==> src/rtl/dma_buffer_packer.sv <==
// dma_buffer_packer
// Read-side buffer for the DMA read path. Full-width memory words are queued
// in a small word FIFO and handed to the write side one element at a time
// (byte, halfword, word or doubleword), sign- or zero-extended to the word
// width, starting at a configurable byte offset inside the first word.
//
// Ports
//   clk_i, rst_ni        clock, asynchronous active-low reset
//   start_i              latches data_type_i / sign_ext_i / src_offset_i
//   data_type_i          0 word, 1 halfword, 2 byte, 3 doubleword (64-bit only)
//   sign_ext_i           1 sign-extend element, 0 zero-extend
//   src_offset_i         start byte within the first word
//   flush_i              synchronous clear of FIFO and byte pointer
//   push_i, push_data_i  word write from the read master
//   full_o, alm_full_o   FIFO full / count >= FIFO_DEPTH-1
//   pop_i                consume current element
//   empty_o, data_o      element availability and extended element
//   count_o              words stored
module dma_buffer_packer #(
   parameter int DATA_WIDTH = 32,
   parameter int FIFO_DEPTH = 4,
   parameter int OFF_W      = $clog2(DATA_WIDTH/8)
) (
   input  logic                            clk_i,
   input  logic                            rst_ni,
   input  logic                            start_i,
   input  logic [1:0]                      data_type_i,
   input  logic                            sign_ext_i,
   input  logic [OFF_W-1:0]                src_offset_i,
   input  logic                            flush_i,
   input  logic                            push_i,
   input  logic [DATA_WIDTH-1:0]           push_data_i,
   output logic                            full_o,
   output logic                            alm_full_o,
   input  logic                            pop_i,
   output logic                            empty_o,
   output logic [DATA_WIDTH-1:0]           data_o,
   output logic [$clog2(FIFO_DEPTH+1)-1:0] count_o
);

   localparam int BYTES = DATA_WIDTH / 8;
   localparam int AW    = (FIFO_DEPTH > 1) ? $clog2(FIFO_DEPTH) : 1;
   localparam int CNT_W = $clog2(FIFO_DEPTH + 1);

   // Element size is kept as log2(bytes): 0=byte, 1=half, 2=word, 3=dword.
   function automatic logic [1:0] type_to_lg(input logic [1:0] dt);
      logic [1:0] lg;
      case (dt)
         2'd1:    lg = 2'd1;
         2'd2:    lg = 2'd0;
         2'd3:    lg = (DATA_WIDTH == 64) ? 2'd3 : 2'd2;
         default: lg = 2'd2;
      endcase
      return lg;
   endfunction

   // Select bytes [ptr +: 2**lg] of the word and extend to the full width.
   function automatic logic [DATA_WIDTH-1:0] extend_elem(
      input logic [DATA_WIDTH-1:0] word,
      input logic [OFF_W-1:0]      ptr,
      input logic [1:0]            lg,
      input logic                  sx
   );
      logic [DATA_WIDTH-1:0] sh;
      logic [DATA_WIDTH-1:0] res;
      logic                  fill;
      int                    nbits;
      sh    = word >> {ptr, 3'b000};
      nbits = 8 << lg;
      if (nbits > DATA_WIDTH) nbits = DATA_WIDTH;
      fill  = sx & sh[nbits-1];
      for (int i = 0; i < DATA_WIDTH; i++) begin
         res[i] = (i < nbits) ? sh[i] : fill;
      end
      return res;
   endfunction

   logic [DATA_WIDTH-1:0] mem_q [FIFO_DEPTH];
   logic [AW-1:0]         wr_ptr_q, wr_ptr_d;
   logic [AW-1:0]         rd_ptr_q, rd_ptr_d;
   logic [CNT_W-1:0]      count_q, count_d;
   logic [OFF_W-1:0]      byte_ptr_q, byte_ptr_d;
   logic [1:0]            esize_lg_q, esize_lg_d;
   logic                  sext_q, sext_d;

   logic                  push_ok, pop_ok, end_word, retire, mem_we;
   logic [OFF_W:0]        esize_cur, esize_new;
   logic [1:0]            new_lg;
   logic [OFF_W-1:0]      aligned_off;

   assign empty_o    = (count_q == '0);
   assign full_o     = (count_q == CNT_W'(FIFO_DEPTH));
   assign alm_full_o = (count_q >= CNT_W'(FIFO_DEPTH - 1));
   assign count_o    = count_q;
   assign data_o     = empty_o ? '0
                     : extend_elem(mem_q[rd_ptr_q], byte_ptr_q, esize_lg_q, sext_q);

   always_comb begin
      new_lg      = type_to_lg(data_type_i);
      esize_new   = (OFF_W+1)'(1) << new_lg;
      esize_cur   = (OFF_W+1)'(1) << esize_lg_q;
      // Clearing the low bits aligns the offset down to the element size;
      // a full-word element masks the whole offset away.
      aligned_off = src_offset_i & ~(esize_new[OFF_W-1:0] - OFF_W'(1));
      push_ok     = push_i & ~full_o;
      pop_ok      = pop_i & ~empty_o;
      end_word    = (({1'b0, byte_ptr_q} + esize_cur) == (OFF_W+1)'(BYTES));
      retire      = pop_ok & end_word;
      mem_we      = push_ok & ~flush_i;
   end

   always_comb begin
      wr_ptr_d   = wr_ptr_q;
      rd_ptr_d   = rd_ptr_q;
      count_d    = count_q;
      byte_ptr_d = byte_ptr_q;
      esize_lg_d = esize_lg_q;
      sext_d     = sext_q;

      if (start_i) begin
         esize_lg_d = new_lg;
         sext_d     = sign_ext_i;
      end

      if (flush_i) begin
         wr_ptr_d   = '0;
         rd_ptr_d   = '0;
         count_d    = '0;
         byte_ptr_d = '0;
      end else begin
         if (pop_ok) begin
            if (end_word) begin
               rd_ptr_d   = rd_ptr_q + AW'(1);
               byte_ptr_d = '0;
            end else begin
               byte_ptr_d = byte_ptr_q + esize_cur[OFF_W-1:0];
            end
         end
         if (push_ok) wr_ptr_d = wr_ptr_q + AW'(1);
         case ({push_ok, retire})
            2'b10:   count_d = count_q + CNT_W'(1);
            2'b01:   count_d = count_q - CNT_W'(1);
            default: count_d = count_q;
         endcase
      end

      // A new transfer starts at its aligned offset, also when flushing.
      if (start_i) byte_ptr_d = aligned_off;
   end

   // Control state
   always_ff @(posedge clk_i or negedge rst_ni) begin
      if (!rst_ni) begin
         wr_ptr_q   <= '0;
         rd_ptr_q   <= '0;
         count_q    <= '0;
         byte_ptr_q <= '0;
         esize_lg_q <= 2'd2;
         sext_q     <= 1'b0;
      end else begin
         wr_ptr_q   <= wr_ptr_d;
         rd_ptr_q   <= rd_ptr_d;
         count_q    <= count_d;
         byte_ptr_q <= byte_ptr_d;
         esize_lg_q <= esize_lg_d;
         sext_q     <= sext_d;
      end
   end

   // Word storage; contents are qualified by count, so no reset is needed
   always_ff @(posedge clk_i) begin
      if (mem_we) mem_q[wr_ptr_q] <= push_data_i;
   end

endmodule

==> config.mk <==
export PLATFORM = sky130hd
export DESIGN_NAME = dma_buffer_packer
export DESIGN_NICKNAME = d
export VERILOG_FILES = /design/src/rtl/dma_buffer_packer.sv
export SDC_FILE = /design/constraint.sdc
export NUM_CORES = 1
export LEC_CHECK = 0
export BUFFER_PORTS_ARGS = -buffer_cell sky130_fd_sc_hd__buf_2
export CAP_MARGIN = 5
export CELL_PAD_IN_SITES_DETAIL_PLACEMENT = 0
export CELL_PAD_IN_SITES_GLOBAL_PLACEMENT = 2
export CORE_ASPECT_RATIO = 1.2
export CORE_MARGIN = 4
export CORE_UTILIZATION = 42
export DETAILED_ROUTE_END_ITERATION = 10
export PLACE_DENSITY = 0.87
export SYNTH_ARGS = -nofsm -noshare
export SYNTH_HDL_FRONTEND = slang
export SYNTH_SLANG_ARGS = --single-unit
==> constraint.sdc <==
create_clock -name clk_i -period 3.6 [get_ports clk_i]
set_clock_uncertainty 0.1 [all_clocks]
set_input_delay 0 -clock clk_i [delete_from_list [all_inputs] [get_ports clk_i]]
set_output_delay 0 -clock clk_i [all_outputs]
set_load 0.1 [all_outputs]
==> reports/metrics.csv <==
metric,value,unit
Die X,119.3,um
Worst R2R Setup Slack,0.51,ns
CTS max path bufs,2,
count of input and output buffers,80,
WHS,0.1443,ns
sequential fraction of the synthesis area,66.38,%
layout cells sized above 1,33.71,%
Tightest Pin Transition,0.7243,ns
RePlAce Congestion,0.8630,
I/O Pins,81,
Setup-failing EPs final,0,
Post-Synth Simple-Gate Area,6.552,%
cell area after synthesis,6245,um^2
launch point of the worst reg-to-reg path,esize_lg_q[0],
number of CTS-inserted buffers,17,
global-route wire length before repair,22980,um
Mean Syn Cell Area,16.43,um^2
FMAX,309.3,MHz
Worst slew margin,51.71,%
DRT Wirelength,14570,um
Crit. End Element,primary output,
Final period util,89.80,%
worst hold stages,6,
R2R cell count,13,
ANT nets after route,0,
"Max FO, Critical Path",16,
DRT iter0 DRCs,266,
number of synthesized flops with an enable pin,128,
Worst Path Required,3.50,ns
setup ws final,0.3673,ns
worst hold-check path type,input pin to register,
Overflow after GRT,0,
status,completed,
met2 usage,31.47,%
chip height,141.6,um
CORE AREA,14470,um^2
CTS tree,yes,
Via Count,3935,
nets@finish,574,
kind of critical path,register to primary output,
most frequent cells in the layout,"128 x edfxtp_1, 63 x buf_2, 50 x dlygate4sd3_1",
antenna violations before repair,0,
pre-CTS WS,0.5158,ns
YS warnings,0,
crit start category,register,
Synth Area in Adders,2.404,%
Area Overhead vs Synth,32.72,%
Initial Utilization,43.14,%
pwr dens,587.9,nW/um^2
vias in the first global route,4085,
leading area contributor after synthesis,edfxtp_1,
ranking of synthesized cells by area,"edfxtp_1 62%, mux4_2 13%, dfrtp_1 4.4%, mux2i_1 2.9%, nand2_1 2.0%",
compound-cell area share of the yosys netlist,5.770,%
"flops & latches, synth",140,
data arrival time of the critical path,3.13,ns
drt drc,0,
synthesized instance count,380,
maximum vdd drop,0.3168,mV
"most common cell after layout, fill and taps aside",edfxtp_1,
Worst-path clk slew,0.06,ns
Yosys cell types,47,
wire per inst,19.85,um
Async SR Flop Fraction,8.571,%
Synth Area in XOR/XNOR,0.5610,%
clk_lat worst skew,0.41,ns
Hold Fails Final Rpt,0,
most used routing layer,met2,
Hold Path Origin,pop_i,
R2R Path End,count_o[2],
post-layout util,57.26,%
P_leak,3.100,nW
post-synth net total,433,
Worst Hold End,count_o[2],
vias per inst,5.361,
iteration count of the initial detailed-routing pass,4,
n_diodes,0,
MaxCap Viol Count,0,
fin. max-slew vios,0,
std cell rows,48,
top-area cell type share of the netlist area,61.55,%
H-tree levels,4,
grt met1 use,22.83,%
Critical Path Source,rd_ptr_q[1],
largest net degree at the start of global routing,33,
DP HPWL,9573,um
Synth Flop Type,edfxtp_1,
GRT Overall Usage,18.23,%
mux share of post-synthesis cell area,15.87,%
minimum clock period,3.233,ns
die area,16890,um^2
Fin Setup TNS,0,ns
# clock sinks,140,
met3 Use GR,3.549,%
RSZ-0062 raised after global routing,no,
largest family of logic cells by synthesized area,multiplexers,
Root Driver,clkbuf_16,
## synth_stat cells (4+ instances only)
library cell  instances
a211oi_1              8
dfrtp_1              11
and2_1                5
inv_1                10
mux2i_1              18
clkbuf_1              9
a21oi_1              12
nand2_1              33
nor2_1               10
mux4_2               35
a31oi_1               4
buf_2                 6
o21ai_0              15
nor3_1                7
edfxtp_1            128
ha_1                  8
and3_1               15
## worst max path at each step
stage	end	slack (ns)	cells past startpoint
final	data_o[31]	0.37	6
after global routing	data_o[26]	0.22	6
after detailed placement	count_o[2]	0.52	13
after floorplan	data_o[0]	-0.77	3
after global placement	count_o[2]	0.61	13
after CTS	data_o[31]	0.32	6
## power by group
group	switching, mW	leakage (nW)	internal (mW)
clock network	0.677	0.302	1.10
registers	0.0318	1.32	1.84
logic	0.859	1.48	0.361
## flip-flops by register name (all words and copies together), names as in the netlist
signal,cells
byte_ptr_q,2
count_o,3
esize_lg_q,2
mem_q,128
rd_ptr_q,2
sext_q,1
wr_ptr_q,2
## cells by family after synthesis
group | after synthesis
AO/OA/AOI/OAI | 54
XOR/XNOR | 4
adder cells (fa/ha/maj) | 11
buffers and inverters | 33
flip-flops | 140
multiplexers | 55
AND/OR/NAND/NOR | 83
## worst max-delay path, stage by stage, from the launching register on
cell and delay [ns]:
dfrtp_1 0.81, mux4_2 0.58, mux2i_1 0.40, o22ai_1 0.21, o2111ai_4 0.27, nand2_1 0.22, buf_12 0.23
## final cells by class
class | count | area [um^2]
clock inverter | 15 | 186.4
clock buffer | 17 | 425.4
timing repair buffer | 143 | 1254
multi-input combinational | 207 | 1981
tap | 200 | 250.2
sequential | 140 | 4146
fill | 1149 | 6186
inverter | 12 | 45.04
## layer usage
metal	vias to the layer above	wire (um)
met2	115	7665
li1	1783	-
met4	0	213
met1	2016	5992
met3	21	697
met5	-	0
## stage by stage
step / cells / cell area [um^2] / total power [mW]
floorplan: 380 / 6275 / 2.736
global placement: 652 / 7176 / 3.061
detailed placement: 652 / 7176 / 3.077
CTS: 734 / 8288 / 4.907
global route: 734 / 8288 / 5.038
finish: 734 / 8288 / 4.873
## repair_timing
action	in CTS	in global routing
setup buffers	0	0
gates resized for setup	0	0
hold buffers	50	0
hold endpoints to repair	152	0
Power figures use the tool's default switching activity.
